### src/rtl/fpu_issue_sched_pkg.sv
// Shared opcodes, latency defaults and latency-class helpers for the float issue scheduler.
package fpu_issue_sched_pkg;

    localparam int MAX_LAT_DEF  = 8;
    localparam int LAT_ADD_DEF  = 2;
    localparam int LAT_MUL_DEF  = 2;
    localparam int LAT_DIV_DEF  = 4;
    localparam int LAT_SQRT_DEF = 4;
    localparam int LAT_SIMPLE   = 1;

    typedef enum logic [3:0] {
        FLOAT_NONE  = 4'd0,
        FLOAT_FADD  = 4'd1,
        FLOAT_FSUB  = 4'd2,
        FLOAT_FMUL  = 4'd3,
        FLOAT_FDIV  = 4'd4,
        FLOAT_FSQRT = 4'd5,
        FLOAT_ITOF  = 4'd6,
        FLOAT_FLOOR = 4'd7,
        FLOAT_FNEG  = 4'd8,
        FLOAT_FABS  = 4'd9,
        FLOAT_FSLWI = 4'd10
    } float_op_e;

    function automatic int op_latency(input logic [3:0] op, input int lat_add,
                                      input int lat_mul, input int lat_div,
                                      input int lat_sqrt);
        case (op)
            FLOAT_FADD, FLOAT_FSUB, FLOAT_ITOF, FLOAT_FLOOR: return lat_add;
            FLOAT_FMUL:  return lat_mul;
            FLOAT_FDIV:  return lat_div;
            FLOAT_FSQRT: return lat_sqrt;
            default:     return LAT_SIMPLE;
        endcase
    endfunction

    function automatic logic is_iter_op(input logic [3:0] op);
        return (op == FLOAT_FDIV) || (op == FLOAT_FSQRT);
    endfunction

endpackage

### src/rtl/fpu_issue_sched_wb_resv.sv
// Writeback reservation shift vector: one bit per future cycle plus the rd/op
// that will retire in that cycle. Slot 0 is the current writeback.
module fpu_wb_resv #(
    parameter int MAX_LAT = 8,
    localparam int IW = (MAX_LAT > 1) ? $clog2(MAX_LAT) : 1
) (
    input  logic               clk,
    input  logic               rst,
    input  logic               flush,
    input  logic               set_en,
    input  logic [IW-1:0]      set_idx,
    input  logic [4:0]         set_rd,
    input  logic [3:0]         set_op,
    output logic [MAX_LAT-1:0] slot_busy,
    output logic               wb_valid,
    output logic [4:0]         wb_rd,
    output logic [3:0]         wb_op
);

    logic [MAX_LAT-1:0]       resv_q, resv_d;
    logic [MAX_LAT-1:0][4:0]  rd_q, rd_d;
    logic [MAX_LAT-1:0][3:0]  op_q, op_d;

    // slot_busy is the shifted view, i.e. what each slot will hold next cycle
    assign slot_busy = resv_q >> 1;

    always_comb begin
        resv_d = resv_q >> 1;
        rd_d   = rd_q >> 5;
        op_d   = op_q >> 4;
        if (set_en) begin
            resv_d[set_idx] = 1'b1;
            rd_d[set_idx]   = set_rd;
            op_d[set_idx]   = set_op;
        end
        if (flush) begin
            resv_d = '0;
            rd_d   = '0;
            op_d   = '0;
        end
    end

    always_ff @(posedge clk or posedge rst) begin
        if (rst) begin
            resv_q <= '0;
            rd_q   <= '0;
            op_q   <= '0;
        end else begin
            resv_q <= resv_d;
            rd_q   <= rd_d;
            op_q   <= op_d;
        end
    end

    assign wb_valid = resv_q[0];
    assign wb_rd    = rd_q[0];
    assign wb_op    = op_q[0];

endmodule

### src/rtl/fpu_issue_sched.sv
// Float issue scheduler: RAW/WAW scoreboard, iterative-unit interlock and writeback slot reservation.
// Optional macro FPU_ISSUE_SCHED_BYPASS_EN lets a source hazard clear in its writeback cycle.
module fpu_issue_sched
    import fpu_issue_sched_pkg::*;
#(
    parameter int LAT_ADD  = LAT_ADD_DEF,
    parameter int LAT_MUL  = LAT_MUL_DEF,
    parameter int LAT_DIV  = LAT_DIV_DEF,
    parameter int LAT_SQRT = LAT_SQRT_DEF,
    parameter int MAX_LAT  = MAX_LAT_DEF,
    localparam int IW = (MAX_LAT > 1) ? $clog2(MAX_LAT) : 1,
    localparam int CW = $clog2(MAX_LAT + 1)
) (
    input  logic        clk,
    input  logic        rst,
    input  logic        flush,
    input  logic        req_valid,
    output logic        req_ready,
    input  logic [3:0]  req_op,
    input  logic [4:0]  req_rd,
    input  logic [4:0]  req_rs1,
    input  logic [4:0]  req_rs2,
    output logic        fpu_fire,
    output logic [3:0]  fpu_op,
    output logic        wb_valid,
    output logic [4:0]  wb_rd,
    output logic [3:0]  wb_op,
    output logic [31:0] busy_mask,
    output logic        iter_busy
);

    logic [31:0]        busy_q, busy_d;
    logic [CW-1:0]      iter_cnt_q, iter_cnt_d;
    logic [MAX_LAT-1:0] slot_busy;
    logic [IW-1:0]      lat_idx;
    logic               req_iter;
    logic               haz_rs1, haz_rs2;
    int                 lat;

    always_comb begin
        lat      = op_latency(req_op, LAT_ADD, LAT_MUL, LAT_DIV, LAT_SQRT);
        lat_idx  = IW'(lat - 1);
        req_iter = is_iter_op(req_op);
`ifdef FPU_ISSUE_SCHED_BYPASS_EN
        haz_rs1 = busy_q[req_rs1] && !(wb_valid && (wb_rd == req_rs1));
        haz_rs2 = busy_q[req_rs2] && !(wb_valid && (wb_rd == req_rs2));
`else
        haz_rs1 = busy_q[req_rs1];
        haz_rs2 = busy_q[req_rs2];
`endif
        req_ready = !flush && !haz_rs1 && !haz_rs2 && !busy_q[req_rd]
                    && !slot_busy[lat_idx] && !(req_iter && iter_busy);
        fpu_fire  = req_valid && req_ready;
        fpu_op    = fpu_fire ? req_op : 4'd0;
    end

    fpu_wb_resv #(.MAX_LAT(MAX_LAT)) u_resv (
        .clk       (clk),
        .rst       (rst),
        .flush     (flush),
        .set_en    (fpu_fire),
        .set_idx   (lat_idx),
        .set_rd    (req_rd),
        .set_op    (req_op),
        .slot_busy (slot_busy),
        .wb_valid  (wb_valid),
        .wb_rd     (wb_rd),
        .wb_op     (wb_op)
    );

    // Clear before set: WAW blocking guarantees the two never hit the same bit
    always_comb begin
        busy_d = busy_q;
        if (wb_valid) busy_d[wb_rd] = 1'b0;
        if (fpu_fire) busy_d[req_rd] = 1'b1;
        if (flush) busy_d = '0;

        iter_cnt_d = iter_cnt_q;
        if (flush)
            iter_cnt_d = '0;
        else if (fpu_fire && req_iter)
            iter_cnt_d = CW'(lat - 1);
        else if (iter_cnt_q != '0)
            iter_cnt_d = iter_cnt_q - 1'b1;
    end

    always_ff @(posedge clk or posedge rst) begin
        if (rst) begin
            busy_q     <= '0;
            iter_cnt_q <= '0;
        end else begin
            busy_q     <= busy_d;
            iter_cnt_q <= iter_cnt_d;
        end
    end

    assign busy_mask = busy_q;
    assign iter_busy = (iter_cnt_q != '0);

endmodule

### config.mk
export PLATFORM = sky130hd
export DESIGN_NAME = fpu_issue_sched
export DESIGN_NICKNAME = d
export VERILOG_FILES = /design/src/rtl/fpu_issue_sched_pkg.sv /design/src/rtl/fpu_issue_sched_wb_resv.sv /design/src/rtl/fpu_issue_sched.sv
export SDC_FILE = /design/constraint.sdc
export NUM_CORES = 1
export LEC_CHECK = 0
export ABC_AREA = 1
export CORE_MARGIN = 8
export CORE_UTILIZATION = 23
export DETAILED_ROUTE_END_ITERATION = 10
export PLACE_DENSITY = 0.5
export SETUP_SLACK_MARGIN = 0.2
export SYNTH_ARGS = -nofsm -noshare
export SYNTH_HDL_FRONTEND = slang
export SYNTH_SLANG_ARGS = --single-unit
### constraint.sdc
create_clock -name clk -period 5.46 [get_ports clk]
set_clock_uncertainty 0.1 [all_clocks]
set_input_delay 1.092 -clock clk [delete_from_list [all_inputs] [get_ports clk]]
set_output_delay 1.092 -clock clk [all_outputs]
set_load 0.005 [all_outputs]
==> impl_metrics.json <==
{
  "outcome": "finished clean",
  "critPathSlowestCell": "clkdlybuf4s50_1",
  "layout_commonest_cell": "nand2_1",
  "worstPathRequired_ns": 4.27,
  "drive_gt1_frac": 0.05137,
  "yosysSeqAreaShare": 0.4833,
  "synthXorXnorAreaFrac": 0.002917,
  "io_pins": 72,
  "grt_setup_unrepaired": "no",
  "crit_fanout": 12,
  "clock_latency_ns": 0.41,
  "grt_max_degree": 94,
  "synthAdderAreaFrac": 0.002083,
  "fin_crit_ns": 4.876,
  "dpl_cell_area_mm2": 0.006988,
  "powerDensity_mw_per_mm2": 287.2,
  "worstMarginPinSlew_ns": 0.9838,
  "path_class": "in -> out",
  "initial_core_util": 0.2324,
  "cts_setup_buffers": 0,
  "yosysWarnings": 0,
  "avgSynthCellArea_um2": 7.193,
  "fmax_mhz": 205.1,
  "diodes": 0,
  "die_area_mm2": 0.03154,
  "synth_mux_area_frac": 0,
  "clock_sinks": 116,
  "slew_headroom": 0.3441,
  "h-tree-depth": 4,
  "core_area_mm2": 0.02584,
  "grt_overflow": 0,
  "vias": 5456,
  "drtAntennaViolNets": 0,
  "reg2reg_to": "iter_cnt_q[1]",
  "viasPerCell": 4.365,
  "gp_congestion": 0.8969,
  "grt_use_total": 0.1201,
  "crit_arrival_ns": 3.68,
  "reg2reg_slack_ns": 2.32,
  "synth_top_family_by_area": "simple AND/OR/NAND/NOR gates",
  "drt_iter0_markers": 453,
  "cts_root_buffer": "clkbuf_16",
  "cts.clk_slew.worst_paths_ns": 0.05,
  "syn2layout_area_growth_pct": 25.23,
  "leakage_nw": 3.416,
  "cts_tree": "built",
  "synth.distinct_cells": 26,
  "numCtsBuffers": 17,
  "hold_start": "u_resv.op_q[22]",
  "grt_antenna_before_repair": 1,
  "maxCapViolations": 0,
  "grt_pass1_vias": 5103,
  "yosys.area_share.simple": 0.2973,
  "min_to": "u_resv.op_q[18]",
  "hold_violations": 0,
  "fin_crit_sh": 0.8930,
  "die_w_um": 177.6,
  "layout_common_cells": "nand2_1, dfrtp_1, inv_1",
  "startpoint_type": "input port",
  "final_nets": 927,
  "post_drt_wl_per_cell_um": 14.88,
  "hold_path_class": "reg -> reg",
  "wirelength_um": 18600,
  "crit_chain": "clkdlybuf4s50_1 -> inv_1 -> nor3_1 -> nand3b_1 -> nand2_1 -> nor2_1 -> nand3_1 -> nor2_2 -> nand3_4 -> nor2_1 -> clkdlybuf4s50_1",
  "critPathTopFamily": "simple AND/OR/NAND/NOR gates",
  "setup_tns_ns": 0,
  "synth_seq_cells": 116,
  "drc": 0,
  "setup_violations": 0,
  "slowest_delay_ns": 0.55,
  "crit_buf_inv": 3,
  "synth-compound-area-share": 0.09625,
  "rows": 59,
  "hpwl_um": 13070,
  "clockBufferDepth": 2,
  "rr_startpoint": "iter_cnt_q[0]",
  "chipHeight_um": 177.6,
  "grt_pass1_wl_um": 29240,
  "peakVddDrop_mv": 0.2218,
  "hold_depth": 2,
  "synthCells": 835,
  "design_area_mm2": 0.007521,
  "reg2reg_depth": 13,
  "synth_area_mm2": 0.006006,
  "slew_viol_final": 0,
  "port_buffers": 71,
  "dr.pass1.iters": 6,
  "cp-end-kind": "primary output",
  "nFillCells": 2845
}
[registers in the layout (all words and copies together), names as in the netlist]
signal	cells
busy_mask	32
u_resv.rd_q	35
u_resv.op_q	28
u_resv.wb_rd	5
iter_cnt_q	4
u_resv.wb_op	4
u_resv.resv_q	8
[worst register-to-register path: cells and delay by family, from the launching register on]
kind,cells,cell delay [ns]
and+or+nand+nor,9,1.96
DFF,1,0.39
AOI/OAI and AO/OA,1,0.23
adders and majority gates,1,0.18
buffers and inverters,2,0.17
[cell type report]
cell class	instances	area, um2	area share
tap	335	419.2	0.05573
clock inverter	4	22.52	0.002995
multi-input combinational	570	2439	0.3242
timing repair buffer	84	803.3	0.1068
inverter	114	431.7	0.05739
clock buffer	27	503.0	0.06688
sequential	116	2903	0.3860
[power by group]
group | switching (mW) | internal [mW]
Combinational | 0.171 | 0.0906
Clock | 0.369 | 0.622
Sequential | 0.0161 | 0.891
Total | 0.556 | 1.60
[per-stage QoR]
| step | std cells | hold slack, ns | power (mW) | setup WS, ns | util |
|---|---|---|---|---|---|
| 6_report | 1250 | 0.3472 | 2.160 | 0.5842 | 0.2911 |
| 2_1_floorplan | 844 | 0.3340 | 1.089 | 1.196 | - |
| 4_1_cts | 1250 | 0.3528 | 2.189 | 0.4609 | 0.2908 |
| 3_3_place_gp | 1219 | 0.3356 | 1.185 | 0.4982 | 0.2705 |
| 5_1_grt | 1250 | 0.3680 | 2.258 | 0.2757 | 0.2911 |
| 3_5_place_dp | 1219 | 0.3438 | 1.185 | 0.4849 | 0.2705 |
[metal layers]
layer / track usage / share of wire / vias to the layer above
li1: - / - / 2706
met1: 0.1586 / 0.47 / 2552
met2: 0.1810 / 0.44 / 169
met3: 0.03511 / 0.076 / 27
met4: 0.04863 / 0.020 / 2
met5: 0 / 0.00070 / -
[cells in the mapped netlist]
cell	n	share of area
clkbuf_1	13	0.0081
buf_1	1	0.00062
clkinv_1	1	0.00062
nor3_1	9	0.0075
nor2_2	1	0.0010
nand2_2	1	0.0010
inv_1	109	0.068
buf_6	7	0.013
dfrtp_1	116	0.48
a21oi_1	53	0.044
o21ai_0	54	0.045
nand3b_1	1	0.0013
nand2_1	256	0.16
buf_2	11	0.0092
nor2_1	99	0.062
buf_4	12	0.015
xor2_1	2	0.0029
nand3_1	68	0.057
clkinv_2	1	0.00083
o21ai_1	7	0.0058
nand4_1	6	0.0063
nand3_2	1	0.0017
ha_1	1	0.0021
conb_1	1	0.00062
o21a_1	1	0.0013
inv_2	3	0.0019
[how the worst max path moves through the flow]
stage | startpoint | to | slack [ns] | depth (start not counted)
global route | req_rd[0] | fpu_op[3] | 0.28 | 15
floorplan | rst | busy_mask[0] | 1.20 | 1
detailed placement | req_op[2] | fpu_op[3] | 0.48 | 11
finish | req_op[2] | fpu_op[3] | 0.58 | 11
CTS | req_op[2] | fpu_op[3] | 0.46 | 11
global placement | req_op[2] | fpu_op[3] | 0.50 | 11
[cells by family (layout without fill, tap and decap cells)]
| kind of cell | count (synthesis) | after routing |
|---|---|---|
| AND/OR/NAND/NOR | 442 | 442 |
| XOR/XNOR | 2 | 2 |
| buffers and inverters | 158 | 229 |
| AO/OA/AOI/OAI | 115 | 115 |
| other | 1 | 10 |
| adder cells (fa/ha/maj) | 1 | 1 |
| flip-flops | 116 | 116 |
[what timing repair did]
item	CTS	global route
resized for setup	0	1
setup endpoints to repair	0	1
hold buffers	0	0
(Power assumes the default switching activity.)
